<file path="config.mk">
export PLATFORM = sky130hd
export DESIGN_NAME = tusca_escalonador_medidas_flat
export DESIGN_NICKNAME = d
export VERILOG_FILES = /design/src/rtl/tusca_escalonador_medidas_if.sv /design/src/rtl/tusca_escalonador_medidas.sv /design/src/flat_wrapper.sv
export SDC_FILE = /design/constraint.sdc
export NUM_CORES = 1
export LEC_CHECK = 0
export BUFFER_PORTS_ARGS = -buffer_cell sky130_fd_sc_hd__buf_2
export CORE_MARGIN = 5
export CORE_UTILIZATION = 56
export CTS_CLUSTER_DIAMETER = 60
export DETAILED_ROUTE_END_ITERATION = 7
export PLACE_DENSITY = 0.84
export SYNTH_ARGS = -nofsm -noshare
export SYNTH_HDL_FRONTEND = slang
export SYNTH_SLANG_ARGS = --single-unit
</file>
<file path="constraint.sdc">
create_clock -name clock -period 9.3 [get_ports clock]
set_input_delay 0.93 -clock clock [delete_from_list [all_inputs] [get_ports clock]]
set_output_delay 0.93 -clock clock [all_outputs]
set_load 0.02 [all_outputs]
</file>
<file path="src/rtl/tusca_escalonador_medidas_if.sv">
// Sensor-side and transmitter-side handshake bundle for the measurement scheduler.
// master = scheduler, slave = sensor interface mux / serial transmitter.
interface tusca_escalonador_medidas_if #(
    parameter int N_CANAIS = 2,
    parameter int LARGURA  = 16
);
    logic [N_CANAIS-1:0] medir;
    logic                reset_sensor;
    logic                pronto_medida;
    logic                erro_medida;
    logic [LARGURA-1:0]  temperatura;
    logic [LARGURA-1:0]  umidade;
    logic                transmite;
    logic                pronto_transmissao;

    modport master (
        output medir, reset_sensor, transmite,
        input  pronto_medida, erro_medida, temperatura, umidade, pronto_transmissao
    );

    modport slave (
        input  medir, reset_sensor, transmite,
        output pronto_medida, erro_medida, temperatura, umidade, pronto_transmissao
    );
endinterface

</file>
<file path="src/rtl/tusca_escalonador_medidas.sv">
// Round-robin multi-sensor measurement scheduler with timeout, bounded retry and level classification.
// Optional level-drop hysteresis enabled by defining TUSCA_HISTERESE_EN.
//
// state     | meaning
// INICIAL   | idle, waiting for start
// ESPERA    | period delay between rounds
// MEDIR     | one-cycle start pulse to the selected sensor
// AGUARDA   | waiting for pronto/erro, timeout running
// ARMAZENA  | write captured reading into channel slot
// ERRO      | count attempt, retry or flag falha
// RESETA    | one-cycle reset pulse to the selected sensor
// TRANSMITE | request held until transmitter ack
// PROXIMO   | channel boundary: stop, wrap or advance
module tusca_escalonador_medidas #(
    parameter int N_CANAIS       = 2,
    parameter int LARGURA        = 16,
    parameter int PERIODO_DELAY  = 100_000_000,
    parameter int TIMEOUT        = 50_000_000,
    parameter int MAX_TENTATIVAS = 3,
    parameter int HISTERESE      = 1
) (
    input  logic                                      clock,
    input  logic                                      reset,
    input  logic                                      start,
    input  logic                                      parar,
    tusca_escalonador_medidas_if.master               bus,
    input  logic [4*LARGURA-1:0]                      lim_temp,
    output logic [$clog2(N_CANAIS > 1 ? N_CANAIS : 2)-1:0] canal,
    output logic [N_CANAIS*LARGURA-1:0]               temp_valida,
    output logic [N_CANAIS*LARGURA-1:0]               umid_valida,
    output logic [3*N_CANAIS-1:0]                     nivel,
    output logic [N_CANAIS-1:0]                       falha,
    output logic                                      ativo,
    output logic [3:0]                                db_estado
);
    localparam int CW      = $clog2(N_CANAIS > 1 ? N_CANAIS : 2);
    localparam int CNT_MAX = (PERIODO_DELAY > TIMEOUT) ? PERIODO_DELAY : TIMEOUT;
    localparam int CNTW    = $clog2(CNT_MAX + 1);
    localparam int TW      = $clog2(MAX_TENTATIVAS + 1);
`ifdef TUSCA_HISTERESE_EN
    localparam bit HIST_EN = 1'b1;
`else
    localparam bit HIST_EN = 1'b0;
`endif

    typedef enum logic [3:0] {
        INICIAL   = 4'd0,
        ESPERA    = 4'd1,
        MEDIR     = 4'd2,
        AGUARDA   = 4'd3,
        ARMAZENA  = 4'd4,
        ERRO      = 4'd5,
        RESETA    = 4'd6,
        TRANSMITE = 4'd7,
        PROXIMO   = 4'd8
    } estado_t;

    estado_t            estado, prox_estado;
    logic [CNTW-1:0]    cont;
    logic [TW-1:0]      tent;
    logic [TW-1:0]      tent_prox;
    logic               parar_pend;
    logic               parar_vis;
    logic               ultimo_canal;
    logic [LARGURA-1:0] temp_cap, umid_cap;
    logic [2:0]         nivel_atual, nivel_lim, nivel_novo;
    logic [LARGURA-1:0] lim_k, limiar_queda;

    function automatic logic [2:0] nivel_limiar(input logic [LARGURA-1:0] t,
                                                input logic [4*LARGURA-1:0] lim);
        if (t < lim[LARGURA-1:0])                 return 3'd0;
        else if (t < lim[2*LARGURA-1:LARGURA])    return 3'd1;
        else if (t < lim[3*LARGURA-1:2*LARGURA])  return 3'd2;
        else if (t < lim[4*LARGURA-1:3*LARGURA])  return 3'd3;
        else                                      return 3'd4;
    endfunction

    assign tent_prox    = tent + TW'(1);
    assign parar_vis    = parar | parar_pend;
    assign ultimo_canal = (canal == CW'(N_CANAIS - 1));
    assign nivel_atual  = nivel[canal*3 +: 3];
    assign nivel_lim    = nivel_limiar(temp_cap, lim_temp);

    // A drop below the current level walks down one step at a time, each step needing the margin.
    always_comb begin
        nivel_novo   = nivel_lim;
        lim_k        = '0;
        limiar_queda = '0;
        if (HIST_EN && (nivel_lim < nivel_atual)) begin
            nivel_novo = nivel_atual;
            for (int k = 4; k >= 1; k--) begin
                lim_k        = lim_temp[(k-1)*LARGURA +: LARGURA];
                limiar_queda = (lim_k > LARGURA'(HISTERESE)) ? lim_k - LARGURA'(HISTERESE) : '0;
                if ((nivel_novo == 3'(k)) && (3'(k) > nivel_lim) && (temp_cap < limiar_queda))
                    nivel_novo = 3'(k - 1);
            end
        end
    end

    always_ff @(posedge clock or posedge reset) begin
        if (reset) estado <= INICIAL;
        else       estado <= prox_estado;
    end

    always_comb begin
        prox_estado      = estado;
        bus.medir        = '0;
        bus.reset_sensor = 1'b0;
        bus.transmite    = 1'b0;
        ativo            = (estado != INICIAL);
        db_estado        = estado;
        case (estado)
            INICIAL:   if (start) prox_estado = ESPERA;
            ESPERA: begin
                if (parar_vis)           prox_estado = INICIAL;
                else if (cont == '0)     prox_estado = MEDIR;
            end
            MEDIR: begin
                bus.medir   = N_CANAIS'(1) << canal;
                prox_estado = AGUARDA;
            end
            AGUARDA: begin
                if (bus.erro_medida)        prox_estado = ERRO;
                else if (bus.pronto_medida) prox_estado = ARMAZENA;
                else if (cont == '0)        prox_estado = ERRO;
            end
            ARMAZENA:  prox_estado = TRANSMITE;
            ERRO:      prox_estado = (tent_prox < TW'(MAX_TENTATIVAS)) ? RESETA : PROXIMO;
            RESETA: begin
                bus.reset_sensor = 1'b1;
                prox_estado      = MEDIR;
            end
            TRANSMITE: begin
                bus.transmite = 1'b1;
                if (bus.pronto_transmissao) prox_estado = PROXIMO;
            end
            PROXIMO: begin
                if (parar_vis)         prox_estado = INICIAL;
                else if (ultimo_canal) prox_estado = ESPERA;
                else                   prox_estado = MEDIR;
            end
            default:   prox_estado = INICIAL;
        endcase
    end

    // Shared down-counter: period delay in ESPERA, timeout in AGUARDA.
    always_ff @(posedge clock or posedge reset) begin
        if (reset)
            cont <= '0;
        else if ((estado != ESPERA) && (prox_estado == ESPERA))
            cont <= CNTW'(PERIODO_DELAY - 1);
        else if (estado == MEDIR)
            cont <= CNTW'(TIMEOUT - 1);
        else if (estado == INICIAL)
            cont <= '0;
        else if (((estado == ESPERA) || (estado == AGUARDA)) && (cont != '0))
            cont <= cont - CNTW'(1);
    end

    always_ff @(posedge clock or posedge reset) begin
        if (reset) begin
            canal       <= '0;
            tent        <= '0;
            parar_pend  <= 1'b0;
            temp_cap    <= '0;
            umid_cap    <= '0;
            temp_valida <= '0;
            umid_valida <= '0;
            nivel       <= '0;
            falha       <= '0;
        end else begin
            if ((estado == INICIAL) || (estado == PROXIMO)) parar_pend <= 1'b0;
            else if (parar)                                  parar_pend <= 1'b1;

            case (estado)
                INICIAL: begin
                    tent <= '0;
                    if (start) canal <= '0;
                end
                AGUARDA: begin
                    if (prox_estado == ARMAZENA) begin
                        temp_cap <= bus.temperatura;
                        umid_cap <= bus.umidade;
                    end
                end
                ARMAZENA: begin
                    temp_valida[canal*LARGURA +: LARGURA] <= temp_cap;
                    umid_valida[canal*LARGURA +: LARGURA] <= umid_cap;
                    nivel[canal*3 +: 3]                   <= nivel_novo;
                    falha[canal]                          <= 1'b0;
                    tent                                  <= '0;
                end
                ERRO: begin
                    tent <= tent_prox;
                    if (!(tent_prox < TW'(MAX_TENTATIVAS))) falha[canal] <= 1'b1;
                end
                PROXIMO: begin
                    tent <= '0;
                    if (prox_estado == ESPERA)     canal <= '0;
                    else if (prox_estado == MEDIR) canal <= canal + CW'(1);
                end
                default: ;
            endcase
        end
    end
endmodule

</file>
<file path="src/flat_wrapper.sv">
// flat-port wrapper written by rule: the top's interface ports become plain ports
module tusca_escalonador_medidas_flat 
#(
    parameter int N_CANAIS       = 2,
    parameter int LARGURA        = 16,
    parameter int PERIODO_DELAY  = 100_000_000,
    parameter int TIMEOUT        = 50_000_000,
    parameter int MAX_TENTATIVAS = 3,
    parameter int HISTERESE      = 1
)
  (clock, reset, start, parar, lim_temp, canal, temp_valida, umid_valida, nivel, falha, ativo, db_estado, bus_medir, bus_reset_sensor, bus_transmite, bus_pronto_medida, bus_erro_medida, bus_temperatura, bus_umidade, bus_pronto_transmissao);
  tusca_escalonador_medidas_if #(.N_CANAIS(N_CANAIS), .LARGURA(LARGURA)) bus_i ();
  input  logic clock;
  input  logic reset;
  input  logic start;
  input  logic parar;
  input  logic [4*LARGURA-1:0] lim_temp;
  output logic [$clog2(N_CANAIS > 1 ? N_CANAIS : 2)-1:0] canal;
  output logic [N_CANAIS*LARGURA-1:0] temp_valida;
  output logic [N_CANAIS*LARGURA-1:0] umid_valida;
  output logic [3*N_CANAIS-1:0] nivel;
  output logic [N_CANAIS-1:0] falha;
  output logic ativo;
  output logic [3:0] db_estado;
  output wire logic [$bits(bus_i.medir)-1:0] bus_medir;
  output wire logic [$bits(bus_i.reset_sensor)-1:0] bus_reset_sensor;
  output wire logic [$bits(bus_i.transmite)-1:0] bus_transmite;
  input wire logic [$bits(bus_i.pronto_medida)-1:0] bus_pronto_medida;
  input wire logic [$bits(bus_i.erro_medida)-1:0] bus_erro_medida;
  input wire logic [$bits(bus_i.temperatura)-1:0] bus_temperatura;
  input wire logic [$bits(bus_i.umidade)-1:0] bus_umidade;
  input wire logic [$bits(bus_i.pronto_transmissao)-1:0] bus_pronto_transmissao;
  assign bus_medir = bus_i.medir;
  assign bus_reset_sensor = bus_i.reset_sensor;
  assign bus_transmite = bus_i.transmite;
  assign bus_i.pronto_medida = bus_pronto_medida;
  assign bus_i.erro_medida = bus_erro_medida;
  assign bus_i.temperatura = bus_temperatura;
  assign bus_i.umidade = bus_umidade;
  assign bus_i.pronto_transmissao = bus_pronto_transmissao;
  tusca_escalonador_medidas #(.N_CANAIS(N_CANAIS), .LARGURA(LARGURA), .PERIODO_DELAY(PERIODO_DELAY), .TIMEOUT(TIMEOUT), .MAX_TENTATIVAS(MAX_TENTATIVAS), .HISTERESE(HISTERESE)) u_core (.clock(clock), .reset(reset), .start(start), .parar(parar), .bus(bus_i), .lim_temp(lim_temp), .canal(canal), .temp_valida(temp_valida), .umid_valida(umid_valida), .nivel(nivel), .falha(falha), .ativo(ativo), .db_estado(db_estado));
endmodule
</file>
======== Word level (Yosys, flattened, before mapping) ========
Cells that the tools add are included.
cells by class
  add/sub/neg operators ................... 5
  multipliers ............................. 1
  order comparisons ....................... 7
  equality and inequality tests ........... 15
  shift-type cells ........................ 6
  muxes and demuxes ....................... 36
  bitwise gates (word level) .............. 4
  reductions and logical operators ........ 18
operators by type and width
  kind                      count
  $mux 27                   4
  $shiftx 16x34->32         2
  $bwmux 32                 2
  $lt 16x16->1              4
  $mux 4                    9
  $pmux 4 s9                1
  $neg 3->34                1
  $neg 5->34                1
  $shift 16x34->32 const A  1
  $shift 3x34->6 const A    1
  $shiftx 3x34->6           1
  $logic_not 27->1          1
  $reduce_bool 27->1        1
  $sub 27x1->27 const B     1
  $eq 4x3->1 const B        5
  $eq 4x2->1 const B        3
  $mux 3                    4
  $eq 4x1->1 const B        2
  $mux 1                    8
  $pmux 2 s2                2
  $reduce_bool 2->1         4
  $reduce_bool 4->1         2
  $bwmux 6                  1
  $mux 2                    3
  23 further kinds          28
word-level totals
  bits in registers ....................... 139
  bits of input ports ..................... 103

======== Logic depth before layout (Yosys ltp) ========
  depth in word-level cells ............... 9
  depth in mapped cells ................... 9
  gate-level depth less buffers ........... 8

======== Worst setup path before layout ========
No wires, ideal clock.
  kind .................................... input port to flip-flop
  start ................................... input port lim_temp[59]
  end ..................................... register u_core.nivel[2]
  setup time .............................. 125 ps
  arrival time ............................ 2599 ps
  required time ........................... 9175 ps
  setup slack ............................. 6576 ps
  stages on the path ...................... 8
  path through ............................ inv_1 ha_1 and3_1 and4b_1 a2111oi_0 o31a_1 nor4b_1 mux2_2
between the ends
  longest elaborated chain between the ends .. 7
ends and longest elaborated chain
  element                        line                              source
  start, declared                flat_wrapper.sv:17                input logic [4*LARGURA-1:0] lim_temp;
  $lt 16x16->1                   tusca_escalonador_medidas.sv:74   else if (t < lim[4*LARGURA-1:3*LARGURA]) return 3'd3;
  $mux 3                         tusca_escalonador_medidas.sv:74
  $mux 3                         tusca_escalonador_medidas.sv:73   else if (t < lim[3*LARGURA-1:2*LARGURA]) return 3'd2;
  $mux 3                         tusca_escalonador_medidas.sv:72   else if (t < lim[2*LARGURA-1:LARGURA]) return 3'd1;
  $mux 3                         tusca_escalonador_medidas.sv:71   if (t < lim[LARGURA-1:0]) return 3'd0;
  $shiftx 3x34->6                tusca_escalonador_medidas.sv:189  nivel[canal*3 +: 3] <= nivel_novo;
  $bwmux 6                       tusca_escalonador_medidas.sv:189
  end signal, assigned by index  tusca_escalonador_medidas.sv:189
  end, declared                  tusca_escalonador_medidas.sv:31   output logic [3*N_CANAIS-1:0] nivel,
Every way passes these cells.
A chain may end at the register's enable or synchronous reset.

======== Worst setup path after layout ========
  start ................................... register u_core.estado[0] (netlist: u_core.db_estado[0])
  end ..................................... output port ativo
between the ends
  longest elaborated chain between the ends .. 1
ends and longest elaborated chain
  element                 line                              source
  start, declared         tusca_escalonador_medidas.sv:58   estado_t estado, prox_estado;
  start signal, assigned  tusca_escalonador_medidas.sv:102  else estado <= prox_estado;
  $reduce_bool 4->1       tusca_escalonador_medidas.sv:110  ativo = (estado != INICIAL);
  end, declared           flat_wrapper.sv:23                output logic ativo;
Every way passes these cells.

==> reports/summary.md <==
The flow ran to the end, and the final reports show no timing, DRC or antenna violations. Setup violation total in the final timing report: 0. The placer congestion estimate was 0.937. Setup slack on the critical path of the routed design comes to 5.78 ns. In the routed design, unresolved DRC markers number 0. The setup TNS after final layout came out at 0 ns. The analysis attributes to net switching a power of 1.10 mW.

Of the cells placed in the final design, the portion with a size suffix greater than 1 is 31.3%. The critical path startpoint category is a flip-flop. The first routing iteration left 566 violations. The row count came out at 42.

Static timing analysis puts the maximum clock frequency at 284 MHz. Area of the placeable core: 13,200 µm². The tools report the yosys synthesis warning count as 0. The worst hold path passes through 2 cells.

The logs give 1.67 mW for the design internal power and 6.21 ns for the pre-CTS setup slack. The net count of the finished layout is 1,102. The worst register-to-register path ends at u_core.cont[24].

The worst-case clock skew was 0.00814 ns. The area of the die was 15,900 µm²; the hold buffer count at cts was 0. The clock network is responsible for 23.1% of the overall power.

After detailed routing, the wire length on met1 is 7.94 mm. The tree built by TritonCTS fans out to 139 sinks. Wires add up to 19.1 mm.

Number of synthesized register bits: 139. Summing every instance area after synthesis gives 7550 µm². In this run the power density over the cells is 301 nW/µm².

For this run, asynchronously set or reset flops after synthesis account for 100%. TritonCTS built the clock tree. For this block, the via count after detailed routing is 6,340. The number of nets handed over by synthesis was 922. The worst vdd rail ir drop came out at 244 µV. The count of cell types in the netlist was 61; the count of antenna diodes in the layout was 0.

The pin count of the biggest net entering global routing is 78, and the final routed wire length divided by cell count is 17.0 µm. The die is 126 µm wide. For the maximum level of the CTS H-tree, the log shows 4. The worst register-to-register path begins at u_core.cont[0].

The tools report the count of endpoints failing hold in the final timing report as 0. The cell at the root of the clock tree was clkbuf_16. The kind of critical path was flip-flop to primary output.

The setup slack of the most critical reg-to-reg path is 6.20 ns, and the per-cell via count in the routed design is 5.64. The count of port buffers added during placement is 184, and the fraction of the yosys area taken by sequential cells is 46.1%. By count the netlist is led by 139 x dfrtp_1, 116 x nand2_1, 72 x inv_1, 67 x mux2_2, 62 x ha_1. After legalization and detailed placement, the total HPWL measured 13.9 mm. The area overhead of the layout relative to synthesis was 21.8%. The critical path data arrival time was 2.59 ns. Measured against its own limit, the worst slew margin works out to 36.4%. The path class of the lowest-slack min-delay path was flip-flop to flip-flop.

The portion of synthesized cell area occupied by the leading cell type came out at 46.1%. Of all cell types, the one taking the most synthesized area is dfrtp_1. The total clock buffers created by CTS is 17. The count of cells resized by post-cts repair was 0; the maximum clock path buffer count was 2. The average footprint of a synthesized cell came out at 9.97 µm².

The final global-route overflow total came out at 0. The met2 wire length is 9.14 mm. Counting flops with a built-in enable in the synthesized netlist gives 0. The tools report the beginning of the worst hold path as u_core.temp_valida[22]. Clock-pin slew was measured on the worst setup and hold paths at 0.06 ns.

The run gives 38.4% as the sequential share of power. The worst path needs 3.52 ns of the cycle, external delays included. The stage delay of the slowest cell on the critical path is 0.59 ns. Max-capacitance violation count: 0. In the post-synthesis netlist, the biggest area contributors are dfrtp_1 46%, ha_1 10%, mux2_2 10%.

The worst setup path is captured at a primary output. The logs give 6,176 for the via count of the first global-routing pass and 0 for the post-CTS setup repair buffer count. Setup repair after global routing left no endpoint under its margin.

The count of nets left with antenna violations once routing finished came out at 0. The worst-margin pin slew came out at 0.953 ns. The signal on the critical path passes through or3_1, nor2_1, inv_1, buf_2. Synthesis produced a netlist whose cell count is 757. The worst hold path terminates at u_core.temp_valida[22]. From bottom edge to top edge, the die measures 126 µm. The worst-case reg-to-reg path depth is 8, and the share of power burned in combinational logic is 38.6%. For the first-pass GRT wire length, the log shows 30.7 mm.

185 I/O pins were placed. The main flop type after synthesis is dfrtp_1. The first detailed-routing pass took 5 iterations.

The starting density of the core was 57.0%. In the finished design, the share of the clock period the worst path needs comes to 37.9%. Global routing used 24.0% of the available tracks. The run gives 0 as the max-slew violation count.

Initial antenna violation count: 1. The data required time of the critical path was 8.37 ns; the top fanout value on the critical path was 20. The highest metal layer with signal wires is met5. The cell type of the slowest stage on the worst timing path is dfrtp_1.

At the later pin of the worst-skew pair, clock insertion delay measures 0.42 ns. The share of total power consumed by net switching was 39.6%. The most common cell in the synthesized netlist is dfrtp_1. Summed over all cells, the static leakage comes to 4.90 nW. The met3 wire length was 1.53 mm.
==> final cells by class <==
cell class,instances,area (µm²)
Clock buffer,20,467
Sequential cell,139,3480
Clock inverter,11,96.3
Fill cell,1037,4050
Multi-Input combinational cell,517,3690
Timing Repair Buffer,189,958
Inverter,73,279
Tap cell,176,220
==> kinds of logic after synthesis <==
logic type | synth area share (%)
compound gates | 9.87
xor+xnor | 1.04
fa+ha+maj | 10.3
buf+inv | 5.11
flops | 46.1
mux | 10.6
simple gates | 17.0
==> worst max path at each step <==
stage,depth (start not counted),end,startpoint
after floorplan,1,async pin,reset
after global placement,4,ativo,u_core.db_estado[0]
after detailed placement,9,u_core.nivel[1],lim_temp[59]
after CTS,4,ativo,u_core.db_estado[0]
after global routing,4,ativo,u_core.db_estado[0]
final,4,ativo,u_core.db_estado[0]
==> cells in the final DEF (no fill, tap or decap), drive strengths merged, types with 5 or more instances in the layout <==
master and count:
buf 189, dfrtp 139, nand2 116, inv 72
mux2 70, ha 62, nor2 37, o21ai 35
a21oi 22, nor3 20, clkbuf 20, nand3 19
a21o 11, or3 11, nand4 10, nor4 9
nand2b 8, a31oi 8, o211ai 8, or4 6
xor2 6, clkinv 6, a211oi 5, clkinvlp 5
==> metal layers <==
metal | GRT usage, % | vias up
met5 | 0 | -
met4 | 9.84 | 2
met3 | 6.10 | 43
met2 | 38.7 | 262
met1 | 30.9 | 3028
li1 | - | 3005
==> power by group through the flow <==
stage	Sequential [mW]	Clock [mW]	Combinational [mW]
after floorplan	1.10	0	0.674
after global placement	1.05	0	1.02
after detailed placement	1.06	0	1.06
after CTS	1.06	0.648	1.07
after global routing	1.09	0.679	1.19
final	1.06	0.639	1.07
==> per-stage QoR <==
step | hold slack (ns) | total power [mW] | instances | utilization (%) | area (µm²)
floorplan | 0.450 | 1.77 | 757 | - | 7550
detailed placement | 0.458 | 2.13 | 1094 | 65.1 | 8630
finish | 0.469 | 2.77 | 1125 | 69.4 | 9190
global placement | 0.452 | 2.08 | 1094 | 65.1 | 8630
global route | 0.497 | 2.96 | 1125 | 69.4 | 9190
CTS | 0.472 | 2.77 | 1125 | 69.4 | 9190
==> flip-flops by register name (all words and copies together) (netlist names), named ones only <==
name / flops
u_core.parar_pend: 1
u_core.tent: 2
u_core.cont: 27
u_core.umid_valida: 32
u_core.nivel: 6
u_core.temp_valida: 32
u_core.db_estado: 4
u_core.umid_cap: 16
u_core.temp_cap: 16
u_core.canal: 1
==> worst max-delay path: cells and delay by family, from the launching register on <==
| kind | cells | cell delay (ns) |
|---|---|---|
| simple gates | 2 | 1.03 |
| flops | 1 | 0.59 |
| buf+inv | 2 | 0.55 |
Power figures use the tool's default switching activity.
